## src/rtl/column_scheduler.sv

```systemverilog
// column_scheduler: single-clock sequencer for the three falling-letter columns.
// Produces per-column fall-step enables, staggered column starts, score-driven speedup and respawn pulses.
`default_nettype none

module column_scheduler #(
   parameter int unsigned TICK_DIV     = 5000000,
   parameter int unsigned MIN_DIV      = 1000000,
   parameter int unsigned SPEEDUP_STEP = 250000,
   parameter int unsigned SCORE_SHIFT  = 3,
   parameter int unsigned START_DELAY2 = 30,
   parameter int unsigned START_DELAY3 = 60
) (
   input  logic       clock,
   input  logic       reset_n,
   input  logic       start,
   input  logic [7:0] score,
   input  logic [2:0] game_over,
   input  logic [2:0] correct,
   output logic [2:0] step_en,
   output logic [2:0] respawn,
   output logic       running,
   output logic [3:0] level,
   output logic [1:0] state
);

   typedef enum logic [1:0] {
      ST_IDLE  = 2'd0,
      ST_CLEAR = 2'd1,
      ST_RUN   = 2'd2,
      ST_OVER  = 2'd3
   } state_t;

   state_t      state_q, state_d;
   logic [31:0] tick_cnt_q, tick_cnt_d;
   logic [31:0] stag_q, stag_d;
   logic [2:0]  active_q, active_d;
   logic [2:0]  corr_prev_q;
   logic [2:0]  step_en_q, step_en_d;
   logic [2:0]  respawn_q, respawn_d;
   logic        running_q, running_d;
   logic [3:0]  level_q, level_d;

   logic [31:0] dec_w;
   logic [31:0] cur_div_w;
   logic [7:0]  shifted_w;
   logic [3:0]  target_w;
   logic        tick_w;
   logic        restart_w;

   // Clamp before subtracting so a large level can never underflow the period.
   always_comb begin
      dec_w = {28'd0, level_q} * SPEEDUP_STEP;
      if ((dec_w + MIN_DIV) >= TICK_DIV) begin
         cur_div_w = MIN_DIV;
      end else begin
         cur_div_w = TICK_DIV - dec_w;
      end
   end

   assign shifted_w = score >> SCORE_SHIFT;
   assign target_w  = (shifted_w > 8'd15) ? 4'd15 : shifted_w[3:0];
   assign tick_w    = (state_q == ST_RUN) && (tick_cnt_q >= (cur_div_w - 32'd1));
   assign restart_w = start && ((state_q == ST_IDLE) || (state_q == ST_OVER));

   always_comb begin
      state_d    = state_q;
      tick_cnt_d = tick_cnt_q;
      stag_d     = stag_q;
      active_d   = active_q;
      level_d    = level_q;
      step_en_d  = 3'b000;
      respawn_d  = 3'b000;
      running_d  = 1'b0;

      if (restart_w) begin
         state_d    = ST_CLEAR;
         respawn_d  = 3'b111;
         tick_cnt_d = 32'd0;
         stag_d     = 32'd0;
         level_d    = 4'd0;
         active_d   = 3'b001;
      end else begin
         case (state_q)
            ST_CLEAR: begin
               state_d   = ST_RUN;
               running_d = 1'b1;
            end
            ST_RUN: begin
               if (|game_over) begin
                  state_d = ST_OVER;
               end else begin
                  running_d = 1'b1;
                  if (tick_w) begin
                     tick_cnt_d = 32'd0;
                     level_d    = target_w;
                     if (stag_q < START_DELAY3) begin
                        stag_d = stag_q + 32'd1;
                     end
                     if (stag_d == START_DELAY2) begin
                        active_d[1] = 1'b1;
                     end
                     if (stag_d == START_DELAY3) begin
                        active_d[2] = 1'b1;
                     end
                  end else begin
                     tick_cnt_d = tick_cnt_q + 32'd1;
                  end
                  respawn_d = correct & ~corr_prev_q;
                  // A respawn supersedes a coincident fall step on the same column.
                  step_en_d = {3{tick_w}} & active_q & ~respawn_d;
               end
            end
            default: begin
               state_d = state_q;
            end
         endcase
      end
   end

   always_ff @(posedge clock or negedge reset_n) begin
      if (!reset_n) begin
         state_q     <= ST_IDLE;
         tick_cnt_q  <= 32'd0;
         stag_q      <= 32'd0;
         active_q    <= 3'b000;
         corr_prev_q <= 3'b000;
         step_en_q   <= 3'b000;
         respawn_q   <= 3'b000;
         running_q   <= 1'b0;
         level_q     <= 4'd0;
      end else begin
         state_q     <= state_d;
         tick_cnt_q  <= tick_cnt_d;
         stag_q      <= stag_d;
         active_q    <= active_d;
         corr_prev_q <= correct;
         step_en_q   <= step_en_d;
         respawn_q   <= respawn_d;
         running_q   <= running_d;
         level_q     <= level_d;
      end
   end

   assign step_en = step_en_q;
   assign respawn = respawn_q;
   assign running = running_q;
   assign level   = level_q;
   assign state   = state_q;

endmodule

`default_nettype wire

```

## config.mk

```make
export PLATFORM = sky130hd
export DESIGN_NAME = column_scheduler
export DESIGN_NICKNAME = d
export VERILOG_FILES = /design/src/rtl/column_scheduler.sv
export SDC_FILE = /design/constraint.sdc
export NUM_CORES = 1
export LEC_CHECK = 0
export BUFFER_PORTS_ARGS = -buffer_cell sky130_fd_sc_hd__buf_4
export CORE_UTILIZATION = 46
export CTS_CLUSTER_SIZE = 8
export DETAILED_ROUTE_END_ITERATION = 10
export GPL_TIMING_DRIVEN = 1
export PLACE_DENSITY = 0.65
export SYNTH_ARGS = -nofsm -noshare
export SYNTH_HDL_FRONTEND = slang
export SYNTH_SLANG_ARGS = --single-unit
```

## constraint.sdc

```tcl
create_clock -name clock -period 5.9 [get_ports clock]
set_input_delay 0.885 -clock clock [delete_from_list [all_inputs] [get_ports clock]]
set_output_delay 0.885 -clock clock [all_outputs]
set_load 0.005 [all_outputs]
```

==> metrics.csv, run 1 <==
metric;value;unit
RSZ-0062 raised after global routing;true;
Period minus WS final;6106;ps
core area;0.01272;mm^2
first-pass GRT wire length;24.47;mm
routability cong.;0.8460;
num rows;41;
Tot GR Track Use;0.2313;
hold wc startpoint;active_q[0];
hold path depth;1;
Final setup violation count;46;
Hold WS;469.2;ps
Power Dens Cells;195.8;mW/mm^2
maximum clock path buffer count;2;
post-route insts no fill;935;
layout cells sized above 1;0.2438;
Internal;1026;uW
via count;5188;
met1 WL;6.769;mm
area delta synth->final;27.24;%
Clock Skew;8.861;ps
Starting DRT DRC Count;193;
Layout fillers;1139;
Sw Ratio;0.3218;
failing checks;setup timing;
ys flop type;dfrtp_1;
R2R depth;24;
Ys Warns;0;
MaxCap Viol Count;0;
number of synthesized flops with an enable pin;0;
FF-to-FF Start;level[3];
DR WL met3;407;um
synthesized instance count;672;
post-route ant nets;0;
largest family of logic cells by synthesized area;simple AND/OR/NAND/NOR gates;
Buffers on Ports;26;
hold crit path type;reg -> reg;
final WL;14.86;mm
initial core utilization;0.4774;
Worst EP required;6080;ps
CP Data Arrival Time;6280;ps
Synth Area in Simple Gates;0.2404;
Yosys cell types;72;
Synth async-reset ratio;1.000;
post-DP HPWL;10.54;mm
TritonCTS Buffers;9;
register share of total power;0.406;
Root Buffer;clkbuf_16;
largest net degree at the start of global routing;84;
DRT Pass-1 Iters;4;
clock sinks;83;
Horiz. Die Dim;116.9;um
final setup margin;-206.1;ps
worst skew pair latency;340;ps
status;finished, violations left;
DRC Markers;0;
period utilisation layout;1.035;
cts hold-fix bufs;0;
Cell Area, Synth;0.006073;mm^2
Hold Path Sink;active_q[0];
max_slew headroom;0.2190;
global route total overflow;0;
CTS tree;done;
Worst Max-Slew Pin Slew;1171;ps
commonest non-fill, non-tap cell in the layout;buf_4;
Clock H-tree levels;3;
initial antenna violation count;0;
compound-gate portion of the synthesized area;0.1547;
commonest non-fill, non-tap cells in the layout;83 x buf_4, 80 x dfrtp_1, 57 x ha_1, 54 x nand2_1, 52 x nor2_1;
RR Endpoint;stag_q[2];
DR WL met2;7.412;mm
number of global-route vias before repair;5063;
Inst Count DP;912;
Synth Register Bits;83;
Critical Path Fanout Max;7;
syn_area_per_cell;9.038;um^2
VDD IR max;0.0002358;V
register area;0.002081;mm^2
final core utilization;0.6074;
Critical Path Sink Type;register;
mux contribution to synthesized area;0.008241;
Ports;30;
power share of the clock group;0.367;
FF-to-FF setup slack;-210;ps
WS Path Type;reg -> reg;
startpoint types;register;
Comb pwr share;0.227;
Avg Vias per Cell;5.549;
Wirelength per Cell;15.89;um
Final Hold Viols;0;
f_max;0.1638;GHz
nets;838;
Die Span Y;116.9;um
share of the yosys chip area belonging to registers;0.3420;
die footprint;0.01367;mm^2
Multi-input gate area;0.004250;mm^2
Diodes inserted;0;
switching power;486.9;uW
Synth Area in Adders;0.1360;
Slew Viols, Final;0;
Clock transition at path regs;60;ps
Synth Area in XOR/XNOR;0.08756;
Lkg Pwr;0.003444;uW
top sig layer;met4;
## kinds of logic (layout without fill, tap and decap cells)
kind of cell               after synthesis  in the layout
and+or+nand+nor                        285            285
AOI/OAI and AO/OA                      128            128
DFF                                     83             83
adders and majority gates               63             63
xor gates and xnor gates                59             59
buffers and inverters                   48            135
muxes                                    5              5
other                                    1              5
## area by class of cell
cell class	instances	area share
multi-input cells	545	0.5500
flip-flops and latches	83	0.2693
repair buffers	92	0.1020
clock buffers	10	0.03093
well taps	172	0.02785
inverters	27	0.01312
clock inverters	6	0.006801
## stage by stage
stage	cell area, um^2	TNS [ps]	total power, uW	setup WS, ps
floorplan	6140	0	743.8	31.34
global placement	6910	-9393	827.7	-249.2
detailed placement	6910	-12630	836.5	-357.3
CTS	7361	-7123	1459	-193.0
global route	7727	-16430	1578	-410.2
finish	7727	-7179	1513	-206.1
## state kept, by name, summed over array words and instances, names as in the netlist
name and flops:
running 1, tick_cnt_q 32, active_q 3, stag_q 32
level 4, corr_prev_q 3, step_en 3, respawn 3
state 2
## metal layers
metal,GRT usage,vias to the layer above
met4,0.07679,0
met5,0,-
met1,0.3029,2524
met2,0.3976,93
li1,-,2552
met3,0.02884,19
## power by group through the flow
stage          registers (uW)  clock network [uW]  logic [uW]
5_1_grt                   617                 588         373
4_1_cts                   613                 566         279
6_report                  614                 555         343
3_5_place_dp              623                   0         213
2_1_floorplan             620                   0         124
3_3_place_gp              621                   0         207
## Yosys cell counts (all sizes together) (6+ instances only)
master / count / area share
and3: 10 / 0.010
a21o: 11 / 0.014
or3: 6 / 0.0062
ha: 58 / 0.12
nor3: 10 / 0.0091
inv: 27 / 0.017
clkbuf: 17 / 0.011
xnor2: 32 / 0.047
nand3: 23 / 0.019
and2: 35 / 0.036
o211ai: 7 / 0.0087
xor2: 27 / 0.040
nand4: 16 / 0.016
dfrtp: 83 / 0.34
nor2: 79 / 0.049
a211oi: 8 / 0.0099
o21ai: 23 / 0.020
a21oi: 33 / 0.028
nand2: 57 / 0.035
nand2b: 12 / 0.012
nor4: 10 / 0.012
## worst max-delay path: stages (launching register included)
cell and delay (ps):
dfrtp_2 420, fa_1 590, inv_2 50, fa_1 560, inv_2 60, ha_4 250, nor2b_4 130, o21a_1 190
o21a_1 190, or2_4 250, or4_1 400, a21o_1 200, a2111oi_4 310, xnor2_1 130, ha_1 310, a21o_1 160
a21o_1 220, a221oi_4 350, o2111ai_1 160, a221o_2 440, buf_6 160, nand4_1 100, buf_4 140, xor2_1 140
nor2_1 50
## repair_timing
item | in CTS | in global routing
gates cloned | 2 | 1
buffers inserted | 3 | 1
pin swaps | 22 | 53
resized for setup | 24 | 79
endpoints found under the setup margin | 47 | 47
## worst max-delay path by stage
stage,cells past startpoint,startpoint,slack (ps),to
after global placement,22,level[3],-250,level[1]
final,24,level[3],-210,stag_q[2]
after CTS,23,level[1],-190,stag_q[4]
after global routing,24,level[2],-410,stag_q[2]
after detailed placement,22,level[3],-360,active_q[2]
after floorplan,24,level[1],30,active_q[2]
No activity file was read; power rests on OpenSTA's default activity.
==> inputs of run 2 (changes only) <==
- ABC_AREA: unset -> 1
- GPL_ROUTABILITY_DRIVEN: unset -> 0
- PLACE_DENSITY: 0.65 -> unset
==> run 2 against run 1 <==
Against the previous run: the flow now finishes without violations; flip-flop and latch count stayed put; worst setup slack better by 580 ps; synthesized cell count is 32% higher; synthesized area up 6.6%; maximum frequency up 10%; non-clock buffer count decreased by 48; register-to-register slack better by 580 ps; count of clock-buffer cells in the layout is the same; critical path type unchanged; largest cell class unchanged.
==> metrics.csv, run 2 <==
metric;value;unit;change
delay-heaviest family, CP;simple AND/OR/NAND/NOR gates;;was compound AO/OA/AOI/OAI gates
maximum clock path buffer count;2;;unchanged
nets;1010;;was 838
DRT Pass-1 Iters;5;;was 4
Root Buffer;clkbuf_16;;unchanged
Critical Path Fanout Max;26;;was 7
CP Buf/Inv Count;7;;was 4
Final setup violation count;0;;was 46
top area cells in the synthesized netlist;dfrtp_1 32%, ha_1 11%, nand2_1 11%, inv_1 7.7%, nor2_1 5.9%;;was dfrtp_1 34%, ha_1 12%, nor2_1 4.9%, xnor2_1 4.5%, xor2_1 3.7%
Post-Place Setup Slack;104.8;ps;was -357.3 ps
synthesized instance count;886;;was 672
cts hold-fix bufs;0;;unchanged
commonest non-fill, non-tap cell in the layout;nand2_1;;was buf_4
worst skew pair latency;340;ps;about the same
Period minus WS final;5531;ps;was 6106 ps
Avg Vias per Cell;5.292;;was 5.549
num rows;42;;was 41
Starting DRT DRC Count;348;;was 193
WS Path Type;reg -> reg;;unchanged
cell mode on critical path;nand2_1;;was a21o_1
CP Data Arrival Time;5800;ps;was 6280 ps
MaxCap Viol Count;0;;unchanged
global route total overflow;0;;unchanged
Cell Area, Synth;0.006474;mm^2;was 0.006073 mm^2
Clock transition at path regs;70;ps;was 60 ps
Crit-path slowest cell;fa_1;;unchanged
TNS Setup;0;ps;was -7179 ps
post-DP HPWL;11.81;mm;was 10.54 mm
Yosys cell types;49;;was 72
clock sinks;83;;unchanged
number of global-route vias before repair;5680;;was 5063
Die Span Y;120.6;um;was 116.9 um
Synth top area share;0.3208;;was 0.3420
worst stage delay on the critical path;570;ps;was 590 ps
startpoint types;register;;unchanged
Synth area leader;dfrtp_1;;unchanged
final core utilization;0.5486;;was 0.6074
CTS tree;done;;unchanged
Multi-input gate area;0.003905;mm^2;was 0.004250 mm^2
Worst EP required;6170;ps;was 6080 ps
period utilisation layout;0.9374;;was 1.035
share of the yosys chip area belonging to registers;0.3208;;was 0.3420
Tot GR Track Use;0.2270;;was 0.2313
Synth async-reset ratio;1.000;;unchanged
post-route ant nets;0;;unchanged
Slew Viols, Final;0;;unchanged
area delta synth->final;14.46;%;was 27.24%
Clock Skew;8.841;ps;was 8.861 ps
initial antenna violation count;0;;unchanged
Clock H-tree levels;3;;unchanged
Ports;30;;unchanged
Ys Warns;0;;unchanged
Final Hold Viols;0;;unchanged
commonest non-fill, non-tap cells in the layout;185 x nand2_1, 133 x inv_1, 102 x nor2_1, 82 x dfrtp_1, 57 x ha_1;;was 83 x buf_4, 80 x dfrtp_1, 57 x ha_1, 54 x nand2_1, 52 x nor2_1
FF-to-FF setup slack;370;ps;was -210 ps
max_slew headroom;0.3141;;was 0.2190
TritonCTS Buffers;9;;unchanged
initial core utilization;0.4793;;was 0.4774
layout cells sized above 1;0.1380;;was 0.2438
Layout fillers;1281;;was 1139
Wirelength per Cell;13.98;um;was 15.89 um
DRC Markers;0;;unchanged
final setup margin;369.4;ps;was -206.1 ps
register area;0.002078;mm^2;was 0.002081 mm^2
Inst Count DP;1091;;was 912
f_max;0.1808;GHz;was 0.1638 GHz
syn_area_per_cell;7.307;um^2;was 9.038 um^2
first-pass GRT wire length;26.42;mm;was 24.47 mm
number of synthesized flops with an enable pin;0;;unchanged
die footprint;0.01455;mm^2;was 0.01367 mm^2
hold crit path type;reg -> reg;;unchanged
final WL;15.53;mm;was 14.86 mm
ys flop type;dfrtp_1;;unchanged
core area;0.01351;mm^2;was 0.01272 mm^2
Synth top cells by count;188 x nand2_1, 133 x inv_1, 102 x nor2_1, 83 x dfrtp_1, 58 x ha_1;;was 83 x dfrtp_1, 79 x nor2_1, 58 x ha_1, 57 x nand2_1, 33 x and2_1
Worst Max-Slew Pin Slew;1029;ps;was 1171 ps
status;completed;;was finished, violations left
Critical Path Sink Type;register;;unchanged
Horiz. Die Dim;120.6;um;was 116.9 um
largest net degree at the start of global routing;84;;unchanged
most frequent cell after synthesis;nand2_1;;was dfrtp_1
post-route insts no fill;1111;;was 935
Synth Register Bits;83;;unchanged
Diodes inserted;0;;unchanged
Buffers on Ports;26;;unchanged
via count;5879;;was 5188
## run 2: repair_timing
action,in CTS,in global routing
setup buffers,0,4
setup endpoints to repair,0,44
resized for setup,0,25
## run 2: logic make-up after synthesis
| family | count (synthesis) | synth area share |
|---|---|---|
| flip-flops | 83 | 0.3208 |
| adder cells (fa/ha/maj) | 63 | 0.1276 |
| AND/OR/NAND/NOR | 459 | 0.3270 |
| other | 1 | 0.0005793 |
| AO/OA/AOI/OAI | 87 | 0.07944 |
| multiplexers | 1 | 0.001546 |
| buffers and inverters | 157 | 0.09451 |
| XOR/XNOR | 35 | 0.04851 |
## run 2: final timing paths
check	from	end	cells after the start
setup / recovery	level[1]	tick_cnt_q[29]	33
hold / removal	active_q[0]	active_q[0]	1
setup reg to reg	level[1]	tick_cnt_q[29]	33
hold reg to reg	active_q[0]	active_q[0]	1
max in group asynchronous	reset_n	level[1]	1
min in group asynchronous	reset_n	stag_q[11]	1
## run 2: layer usage
metal	share of wire	up-vias	global-route usage
met3	0.045	23	0.03160
met1	0.49	2755	0.3165
met4	0.019	0	0.06867
met2	0.45	140	0.3649
li1	-	2961	-
met5	0	-	0
## run 2: cell type report
| type | count | area share |
|---|---|---|
| Timing Repair Buffer | 44 | 0.04559 |
| Sequential cell | 83 | 0.2805 |
| Tap cell | 176 | 0.02972 |
| Inverter | 142 | 0.07227 |
| Clock inverter | 6 | 0.01266 |
| Multi-Input combinational cell | 650 | 0.5270 |
| Clock buffer | 10 | 0.03225 |
## run 2: stage by stage
| step | area [um^2] | hold slack (ps) |
|---|---|---|
| 4_1_cts | 7266 | 482.8 |
| 2_1_floorplan | 6489 | 440.5 |
| 5_1_grt | 7410 | 512.1 |
| 6_report | 7410 | 478.2 |
| 3_3_place_gp | 6933 | 460.2 |
| 3_5_place_dp | 6933 | 458.8 |
Power of run 2 is left out: the tool's default activity adds up to more than one toggle a clock period on the data nets, which glitch-free logic cannot reach.
